### src/rtl/game_pkg.sv
// Shared state encoding and default constants for the game score timer.
package game_pkg;

  typedef enum logic [1:0] {
    ST_IDLE     = 2'd0,
    ST_RUNNING  = 2'd1,
    ST_PAUSED   = 2'd2,
    ST_FINISHED = 2'd3
  } game_state_t;

  localparam int DEF_CLK_FREQ_HZ = 50000000;
  localparam int DEF_GRACE_S     = 60;
  localparam int DEF_LIMIT_S     = 1800;
  localparam int DEF_MAX_SCORE   = 100;
  localparam int DEF_ERR_PENALTY = 5;
  localparam int DEF_TIMER_W     = 12;
  localparam int DEF_SCORE_W     = 8;
  localparam int DEF_ERR_W       = 4;

endpackage

### src/rtl/serial_divider.sv
// Restoring unsigned divider producing one quotient bit per cycle.
// start is taken only when idle; done pulses for one cycle with the quotient.
module serial_divider #(
  parameter int W = 20
) (
  input  logic         clk,
  input  logic         reset,
  input  logic         clr,
  input  logic         start,
  input  logic [W-1:0] dividend,
  input  logic [W-1:0] divisor,
  output logic         busy,
  output logic         done,
  output logic [W-1:0] quotient
);

  localparam int CNT_W = $clog2(W + 1);

  logic [W-1:0]     rem_r;
  logic [W-1:0]     dq_r;
  logic [W-1:0]     dvs_r;
  logic [CNT_W-1:0] cnt_r;
  logic             busy_r;
  logic             done_r;
  logic [W:0]       rem_sh_s;
  logic             q_bit_s;

  // Trial subtraction for the current quotient bit.
  always_comb begin
    rem_sh_s = {rem_r, dq_r[W-1]};
    if (rem_sh_s >= {1'b0, dvs_r}) begin
      q_bit_s = 1'b1;
    end else begin
      q_bit_s = 1'b0;
    end
  end

  // Iteration registers; dq_r shifts the dividend out and the quotient in.
  always_ff @(posedge clk) begin
    if (reset || clr) begin
      busy_r <= 1'b0;
      done_r <= 1'b0;
      cnt_r  <= {CNT_W{1'b0}};
      rem_r  <= {W{1'b0}};
      dq_r   <= {W{1'b0}};
      dvs_r  <= {W{1'b0}};
    end else if (start && !busy_r) begin
      busy_r <= 1'b1;
      done_r <= 1'b0;
      cnt_r  <= {CNT_W{1'b0}};
      rem_r  <= {W{1'b0}};
      dq_r   <= dividend;
      dvs_r  <= divisor;
    end else if (busy_r) begin
      rem_r  <= q_bit_s ? W'(rem_sh_s - {1'b0, dvs_r}) : rem_sh_s[W-1:0];
      dq_r   <= {dq_r[W-2:0], q_bit_s};
      cnt_r  <= cnt_r + CNT_W'(1);
      done_r <= (cnt_r == CNT_W'(W - 1));
      busy_r <= (cnt_r != CNT_W'(W - 1));
    end else begin
      done_r <= 1'b0;
    end
  end

  assign busy     = busy_r;
  assign done     = done_r;
  assign quotient = dq_r;

endmodule

### src/rtl/game_score_timer.sv
// Game clock and score keeper: counts game seconds and errors, and derives a
// time-decaying score through a serial divider with a pending-recompute flag.
module game_score_timer
  import game_pkg::*;
#(
  parameter int CLK_FREQ_HZ = DEF_CLK_FREQ_HZ,
  parameter int GRACE_S     = DEF_GRACE_S,
  parameter int LIMIT_S     = DEF_LIMIT_S,
  parameter int MAX_SCORE   = DEF_MAX_SCORE,
  parameter int ERR_PENALTY = DEF_ERR_PENALTY,
  parameter int TIMER_W     = DEF_TIMER_W,
  parameter int SCORE_W     = DEF_SCORE_W,
  parameter int ERR_W       = DEF_ERR_W
) (
  input  logic               clk_50MHz,
  input  logic               reset,
  input  logic               start,
  input  logic               pause,
  input  logic               finish,
  input  logic               error_pulse,
  output logic [TIMER_W-1:0] timer,
  output logic [SCORE_W-1:0] score,
  output logic [ERR_W-1:0]   errors,
  output logic [1:0]         state,
  output logic               score_valid
);

  localparam int NUM_W  = TIMER_W + SCORE_W;
  localparam int CALC_W = NUM_W + ERR_W + 32;
  localparam int PRE_W  = (CLK_FREQ_HZ > 1) ? $clog2(CLK_FREQ_HZ) : 1;

  localparam logic [PRE_W-1:0]   PRE_TC     = PRE_W'(CLK_FREQ_HZ - 1);
  localparam logic [TIMER_W-1:0] GRACE_C    = TIMER_W'(GRACE_S);
  localparam logic [TIMER_W-1:0] LIMIT_M1_C = TIMER_W'(LIMIT_S - 1);
  localparam logic [NUM_W-1:0]   SPAN_C     = NUM_W'(LIMIT_S - GRACE_S);
  localparam logic [NUM_W-1:0]   MAX_N_C    = NUM_W'(MAX_SCORE);
  localparam logic [CALC_W-1:0]  MAX_C      = CALC_W'(MAX_SCORE);
  localparam logic [CALC_W-1:0]  PEN_C      = CALC_W'(ERR_PENALTY);
  localparam logic [ERR_W-1:0]   ERR_MAX_C  = {ERR_W{1'b1}};

  game_state_t        state_r, state_nxt_s;
  logic [PRE_W-1:0]   presc_r;
  logic [TIMER_W-1:0] timer_r, tdiff_s;
  logic [ERR_W-1:0]   errors_r, err_snap_r;
  logic [SCORE_W-1:0] score_r;
  logic               valid_r, pend_r;
  logic               run_s, tick_s, game_start_s, tick_apply_s, err_apply_s;
  logic               chg_s, sat_s, div_start_s, div_busy_s, div_done_s;
  logic [NUM_W-1:0]   num_s, quo_s;
  logic [CALC_W-1:0]  base_s, pen_s, final_s;

  // Event decode and score arithmetic; finish suppresses same-cycle updates.
  always_comb begin
    run_s        = (state_r == ST_RUNNING);
    tick_s       = run_s && (presc_r == PRE_TC);
    game_start_s = start && ((state_r == ST_IDLE) || (state_r == ST_FINISHED));
    tick_apply_s = tick_s && !finish;
    err_apply_s  = run_s && error_pulse && !finish && (errors_r != ERR_MAX_C);
    chg_s        = tick_apply_s || err_apply_s;
    sat_s        = tick_apply_s && (timer_r == LIMIT_M1_C);
    div_start_s  = pend_r && !div_busy_s && !game_start_s;
    tdiff_s      = timer_r - GRACE_C;
    // At the limit the quotient equals MAX_SCORE, so the base drops to 0.
    if (timer_r > GRACE_C) begin
      num_s = NUM_W'(tdiff_s) * MAX_N_C;
    end else begin
      num_s = {NUM_W{1'b0}};
    end
    base_s = MAX_C - CALC_W'(quo_s);
    pen_s  = CALC_W'(err_snap_r) * PEN_C;
    if (base_s > pen_s) begin
      final_s = base_s - pen_s;
    end else begin
      final_s = {CALC_W{1'b0}};
    end
  end

  // Next-state logic for the game FSM.
  always_comb begin
    state_nxt_s = state_r;
    case (state_r)
      ST_IDLE: begin
        if (start) state_nxt_s = ST_RUNNING;
        else       state_nxt_s = ST_IDLE;
      end
      ST_RUNNING: begin
        if (finish || sat_s) state_nxt_s = ST_FINISHED;
        else if (pause)      state_nxt_s = ST_PAUSED;
        else                 state_nxt_s = ST_RUNNING;
      end
      ST_PAUSED: begin
        if (finish)      state_nxt_s = ST_FINISHED;
        else if (!pause) state_nxt_s = ST_RUNNING;
        else             state_nxt_s = ST_PAUSED;
      end
      ST_FINISHED: begin
        if (start) state_nxt_s = ST_RUNNING;
        else       state_nxt_s = ST_FINISHED;
      end
      default: state_nxt_s = ST_IDLE;
    endcase
  end

  // FSM state register.
  always_ff @(posedge clk_50MHz) begin
    if (reset) state_r <= ST_IDLE;
    else       state_r <= state_nxt_s;
  end

  // Prescaler, counters and recompute bookkeeping.
  always_ff @(posedge clk_50MHz) begin
    if (reset) begin
      presc_r    <= {PRE_W{1'b0}};
      timer_r    <= {TIMER_W{1'b0}};
      errors_r   <= {ERR_W{1'b0}};
      err_snap_r <= {ERR_W{1'b0}};
      score_r    <= {SCORE_W{1'b0}};
      valid_r    <= 1'b0;
      pend_r     <= 1'b0;
    end else if (game_start_s) begin
      presc_r    <= {PRE_W{1'b0}};
      timer_r    <= {TIMER_W{1'b0}};
      errors_r   <= {ERR_W{1'b0}};
      err_snap_r <= {ERR_W{1'b0}};
      score_r    <= SCORE_W'(MAX_SCORE);
      valid_r    <= 1'b1;
      pend_r     <= 1'b0;
    end else begin
      if (run_s) presc_r <= tick_s ? {PRE_W{1'b0}} : presc_r + PRE_W'(1);
      if (tick_apply_s) timer_r <= timer_r + TIMER_W'(1);
      if (err_apply_s) errors_r <= errors_r + ERR_W'(1);
      if (div_start_s) err_snap_r <= errors_r;
      // pend_r set on completion means the result is stale: discard it.
      if (chg_s)            pend_r <= 1'b1;
      else if (div_start_s) pend_r <= 1'b0;
      if (div_done_s && !pend_r) score_r <= SCORE_W'(final_s);
      if (chg_s)                      valid_r <= 1'b0;
      else if (div_done_s && !pend_r) valid_r <= 1'b1;
    end
  end

  serial_divider #(.W(NUM_W)) u_div (
    .clk      (clk_50MHz),
    .reset    (reset),
    .clr      (game_start_s),
    .start    (div_start_s),
    .dividend (num_s),
    .divisor  (SPAN_C),
    .busy     (div_busy_s),
    .done     (div_done_s),
    .quotient (quo_s)
  );

  assign timer       = timer_r;
  assign score       = score_r;
  assign errors      = errors_r;
  assign state       = state_r;
  assign score_valid = valid_r;

endmodule

### config.mk
export PLATFORM = sky130hd
export DESIGN_NAME = game_score_timer
export DESIGN_NICKNAME = d
export VERILOG_FILES = /design/src/rtl/game_pkg.sv /design/src/rtl/serial_divider.sv /design/src/rtl/game_score_timer.sv
export SDC_FILE = /design/constraint.sdc
export NUM_CORES = 1
export LEC_CHECK = 0
export ABC_AREA = 0
export CORE_UTILIZATION = 40
export DETAILED_ROUTE_END_ITERATION = 10
export DONT_BUFFER_PORTS = 1
export PLACE_DENSITY = 0.53
export SYNTH_ARGS = -nofsm -noshare
export SYNTH_HDL_FRONTEND = slang
export SYNTH_SLANG_ARGS = --single-unit
### constraint.sdc
create_clock -name clk_50MHz -period 5.34 [get_ports clk_50MHz]
set_input_delay 1.068 -clock clk_50MHz [delete_from_list [all_inputs] [get_ports clk_50MHz]]
set_output_delay 1.068 -clock clk_50MHz [all_outputs]
set_load 0.02 [all_outputs]
**Word-level counts from Yosys, hierarchy flattened**

Index checks and enable logic that the tools add are counted.

- Bitwise gates (word level): 1
- Div/mod/pow operators: 0
- Multiply operators: 2
- Equality and inequality tests: 8
- Shift operators: 0
- Add/subtract/negate cells: 8
- Reductions and logical operators: 27
- Order comparisons: 3
- Multiplexer cells: 22

Operators with widths:

| kind | count |
|---|---|
| 20-bit two-way mux | 3 |
| 56-bit by 7-bit > comparator with 1-bit output | 1 |
| 26-bit by 1-bit adder with 26-bit output, second input constant | 1 |
| 26-bit == test, second input constant | 1 |
| 26-bit two-way mux | 1 |
| 21-bit by 11-bit greater-or-equal comparator with 1-bit output | 1 |
| 7-bit by 20-bit subtractor with 21-bit output, first input constant | 1 |
| 20-bit by 11-bit subtractor with 20-bit output | 1 |
| 19-bit two-way mux | 1 |
| 12-bit by 5-bit multiplier with 17-bit output, second input constant | 1 |
| 7-bit two-way mux | 2 |
| 12-bit by 1-bit adder with 12-bit output, second input constant | 1 |
| 12-bit by 11-bit == test with 1-bit output, second input constant | 1 |
| 12-bit by 6-bit > comparator with 1-bit output, second input constant | 1 |
| 12-bit by 6-bit subtractor with 12-bit output, second input constant | 1 |
| 1-bit logical AND | 11 |
| 1-bit two-way mux | 9 |
| 2-bit two-way mux | 4 |
| 8-bit two-way mux | 1 |
| 2-bit case mux with 4 select lines | 1 |
| 8-bit subtractor | 1 |
| 4-bit by 3-bit multiplier with 7-bit output, second input constant | 1 |
| 2-bit nonzero test | 3 |
| 5-bit by 1-bit adder with 5-bit output, second input constant | 1 |
| other kinds (13) | 21 |

- Memory bits (read-only): 0
- Memories: 0
- Word-level logic and storage cells: 86
- RAM bits: 0
- Input port bits: 6
- Output and inout port bits: 27
- Register bits after elaboration: 106
- Latch bits: 0

**Longest topological paths before layout**

- Depth after elaboration: 7
- Mapped depth: 18
- Gate-level depth less buffers: 17

**By module**

From an unflattened synthesis, not the netlist that was laid out.

- Cells, all modules: 1074
- Area, all modules: 8595.7 sq um

By module, submodules not included:

| module | area an instance (sq um) | times used | sequential area each (sq um) | cells an instance |
|---|---|---|---|---|
| game_score_timer | 4769.6 | 1 | 1161.1 | 590 |
| serial_divider | 3826.2 | 1 | 1341.3 | 484 |

**Least setup slack after synthesis**

No wires, ideal clock.

- Path type: register to register
- Start point: register timer_r[2] (netlist: timer[2])
- End point: register u_div.dq_r[17] (netlist: u_div.quotient[17])
- Period minus slack after synthesis: 3734 ps
- Path buffers: 1
- Required time: 5210 ps
- Setup time: 130 ps
- Data arrival time: 3604 ps
- Stages on the path, launching flop included: 19
- Path slack: 1606 ps
- Cell sequence: dfxtp_1 -> ha_1 -> and3_1 -> clkbuf_1 -> nor3_1 -> xnor2_1 -> inv_1 -> ha_1 -> ha_1 -> inv_1 -> fa_1 -> inv_1 -> ha_1 -> a21o_1 -> a21o_1 -> a21oi_1 -> o21ai_0 -> xnor2_1 -> o22ai_1

- Cells in the longest elaborated chain, start to end: 4
- Elaborated cells on any way between the ends: 5
- Those cells by class: add/sub: 1; mul: 1; order compare: 1; mux: 2

Ends and longest elaborated chain:

| item | line | text |
|---|---|---|
| from (decl) | game_score_timer.sv:43 | `logic [TIMER_W-1:0] timer_r, tdiff_s;` |
| from (signal assigned) | game_score_timer.sv:114 | `timer_r <= {TIMER_W{1'b0}};` |
| from (signal assigned) | game_score_timer.sv:122 | `timer_r <= {TIMER_W{1'b0}};` |
| from (signal assigned) | game_score_timer.sv:130 | `if (tick_apply_s) timer_r <= timer_r + TIMER_W'(1);` |
| 12-bit by 6-bit subtractor with 12-bit output | game_score_timer.sv:62 | `tdiff_s = timer_r - GRACE_C;` |
| 12-bit by 5-bit multiplier with 17-bit output | game_score_timer.sv:65 | `num_s = NUM_W'(tdiff_s) * MAX_N_C;` |
| 19-bit two-way mux (*) | game_score_timer.sv:64 | `if (timer_r > GRACE_C) begin` |
| 20-bit two-way mux (*) | serial_divider.sv:47 | `end else if (start && !busy_r) begin` |
| to (signal assigned) | serial_divider.sv:45 | `dq_r <= {W{1'b0}};` |
| to (signal assigned) | serial_divider.sv:52 | `dq_r <= dividend;` |
| to (signal assigned) | serial_divider.sv:56 | `dq_r <= {dq_r[W-2:0], q_bit_s};` |
| to (decl) | serial_divider.sv:20 | `logic [W-1:0] dq_r;` |

Every way passes the cells marked *; elsewhere a longest branch is shown, timed or not.
A chain may end at the register's enable or synchronous reset.

**Worst setup path in the final report**

Ends and elaborated chain as after synthesis.

==> flow_summary_export.csv <==
group,metric,value,unit
run_status,outcome,"complete, no violations",
timing,rsz0062_at_grt,"false",
yosys,yosysSeqAreaShare,30.88,%
cells_and_area,n_antenna_cell,0,
global_route,grt_pass1_vias,5094,
floorplan,core,16700,um^2
yosys,synthFlopType,"dfxtp_1",
yosys,synth_area,6873,um^2
yosys,synth_top_cells_by_area,"dfxtp_1 31%, ha_1 13%, nor2_1 5.7%",
clock_tree,cts_tree,"built",
floorplan,die-area,17710,um^2
placement,dp_hpwl,11300,um
global_route,antenna_found_initial,0,
yosys,syn_area_per_cell,8.538,um^2
power,peakVddDrop,0.0001332,V
timing,finClkSkew,0.007936,ns
route,avgRoutedWirePerCell,15.18,um
clock_tree,cts.repair.resized,0,
hold_path,hp-class,"reg -> reg",
yosys,yosys_warnings,0,
timing,worst_hold_slack,0.4800,ns
route,drt_wl_total,15360,um
floorplan,rows,47,
clock_tree,cts_htree_levels,3,
route,ant_nets,0,
route,vias_per_cell,5.469,
global_route,grt_pass1_wl,25310,um
yosys,synth_cell_types,65,
setup_path,reg2reg_from,"timer[2]",
floorplan,initial_core_util,41.15,%
yosys,synth_top_cell_area_share,30.88,%
yosys,async_reset_ff_share,0,%
power,p_per_area,217.7,nW/um^2
power,p_total,0.001603,W
setup_path,worstSetupPathType,"reg -> reg",
global_route,track_usage,17.66,%
flow_run,max-cap-violations,0,
yosys,synth_fp_nets,890,
timing,setup_viol,0,
hold_path,min-delay-start,"u_div.cnt_r[4]",
timing,maxSlewViolCount,0,
setup_path,r2r-end,"u_div.quotient[17]",
yosys,netlist_top_cells_count,"106 x dfxtp_1, 105 x nor2_1, 69 x ha_1",
timing,max_slew_margin,19.15,%
global_route,gr-total-overflow,0,
floorplan,chipHeight,133.1,um
route,num_vias,5535,
cells_and_area,finalNetCount,872,
floorplan,die-width,133.1,um
yosys,yosys.area.top_type,"dfxtp_1",
clock_tree,cts_sinks,106,
clock_tree,clock_latency,0.36,ns
clock_tree,clock_path_buffers,2,
cells_and_area,drive_above_1_share,4.293,%
hold_path,hold-path-endpoint,"u_div.busy",
route,firstDrtPassIters,6,
setup_path,cp-end-kind,"flop",
clock_tree,ctsHoldBuffers,0,
route,drt_iter0_markers,441,
timing,fin_crit_sh,75.91,%
clock_tree,cts_made_buffers,9,
power,leakagePower,2.768,nW
setup_path,cp.required,5.57,ns
route,drc,0,
timing,max_slew.worst_pin.slew,1.213,ns
yosys,yosysMostFrequentCell,"dfxtp_1",
cells_and_area,areaGrowthSynthToFinish,7.118,%
hold_path,hold_depth,1,
timing,final-hold-violation-count,0,
global_route,grt_max_degree,64,
timing,fin_tns_setup,0,ns
placement,gp_congestion,0.8628,
clock_tree,cts_root_buffer,"clkbuf_16",
setup_path,setup.worst_path.start_class,"flop",
clock_tree,postCtsSetupBuffers,0,
setup_path,crit_arrival,4.28,ns
placement,portBuffers,0,
timing,fmax,246.7,MHz
yosys,ys_ff_latch,106,
setup_path,path_max_fanout,7,
clock_tree,clk_pin_slew,0.08,ns
timing,fin_crit,4.054,ns
floorplan,pin_count,33,
yosys,synthCells,805,
yosys,synth_edf_count,0,
setup_path,reg2reg_slack,1.29,ns
setup_path,r2r_cells,17,
[worst max path at each step]
stage | endpoint | startpoint | cells after the start | slack [ns]
after detailed placement | u_div.quotient[17] | timer[2] | 17 | 1.33
after global routing | u_div.quotient[16] | timer[2] | 16 | 1.01
after floorplan | u_div.quotient[17] | timer[2] | 18 | 1.61
final | u_div.quotient[17] | timer[2] | 17 | 1.29
after CTS | u_div.quotient[17] | timer[2] | 17 | 1.31
after global placement | u_div.quotient[16] | timer[4] | 14 | 1.41
[flip-flops by register name, indices dropped and copies added (netlist names)]
register,count
pend_r,1
u_div.done,1
score,8
u_div.dvs_r,1
u_div.busy,1
timer,12
u_div.rem_r,20
presc_r,26
errors,4
state,2
u_div.quotient,20
u_div.cnt_r,5
err_snap_r,4
score_valid,1
[metrics by stage]
step	setup slack [ns]	instances	instance area, um^2	utilization [%]
finish	1.286	1012	7362	44.08
global placement	1.414	996	7051	42.22
CTS	1.308	1012	7362	44.08
detailed placement	1.333	996	7051	42.22
floorplan	1.606	805	6873	-
global route	1.013	1012	7362	44.08
[metal layers]
metal	part of all wire [%]	GRT usage, %	up-vias
met2	46	28.21	83
met1	50	23.87	2619
li1	-	-	2813
met4	1.7	6.641	0
met5	0	0	-
met3	2.5	2.720	20
[cell families after synthesis]
family / Yosys count / synth area share (%)
AND/OR/NAND/NOR: 281 / 20.32
AO/OA/AOI/OAI: 151 / 15.71
flip-flops: 106 / 30.88
buffers and inverters: 92 / 5.025
XOR/XNOR: 79 / 10.07
adder cells (fa/ha/maj): 79 / 15.47
multiplexers: 17 / 2.530
[placed cells by master, fill, tap and decap left out, types with 3 or more instances in the layout]
master       n
a211oi_1    17
a21o_1       5
a21oi_1     30
a222oi_1    11
a22o_1       5
a22oi_1      8
a31oi_1      4
and3_1      12
clkbuf_16    9
dfxtp_1    105
fa_1        10
ha_1        69
inv_1       61
mux2i_1     14
nand2_1     37
nand2b_1    13
nand3_1     26
nand3b_1     4
nand4_1     19
nor2_1     105
nor2b_1      5
nor3_1      23
nor4_1       7
nor4b_1      3
o21a_1       8
o21ai_0     23
o21ai_1      6
o22ai_1     10
o31a_1       4
or3_1        7
or4_1        4
xnor2_1     40
xor2_1      39
[cell type report]
| type | instances | area [um^2] |
|---|---|---|
| clock buffers | 10 | 239.0 |
| clock inverters | 6 | 72.57 |
| fillers | 1667 | 9339 |
| inverters | 61 | 229.0 |
| multi-input cells | 607 | 4408 |
| flip-flops and latches | 106 | 2123 |
| well taps | 220 | 275.3 |
| repair buffers | 2 | 15.01 |
[power breakdown]
part           switching, W  internal [W]
sequential        0.0000124      0.000795
clock              0.000332      0.000384
combinational     0.0000536     0.0000249
[worst max-delay path: stages (launching register included)]
cell and delay, ns:
dfxtp_1 0.60, ha_1 0.30, and3_1 0.30, nor3_1 0.09, xnor2_1 0.25, inv_1 0.11, ha_1 0.29, ha_1 0.27
inv_1 0.05, fa_1 0.52, inv_1 0.04, ha_1 0.23, a21o_1 0.19, a21o_1 0.17, a21oi_1 0.14, o21ai_0 0.12
xnor2_1 0.17, o22ai_1 0.09
Power figures use the tool's default switching activity.
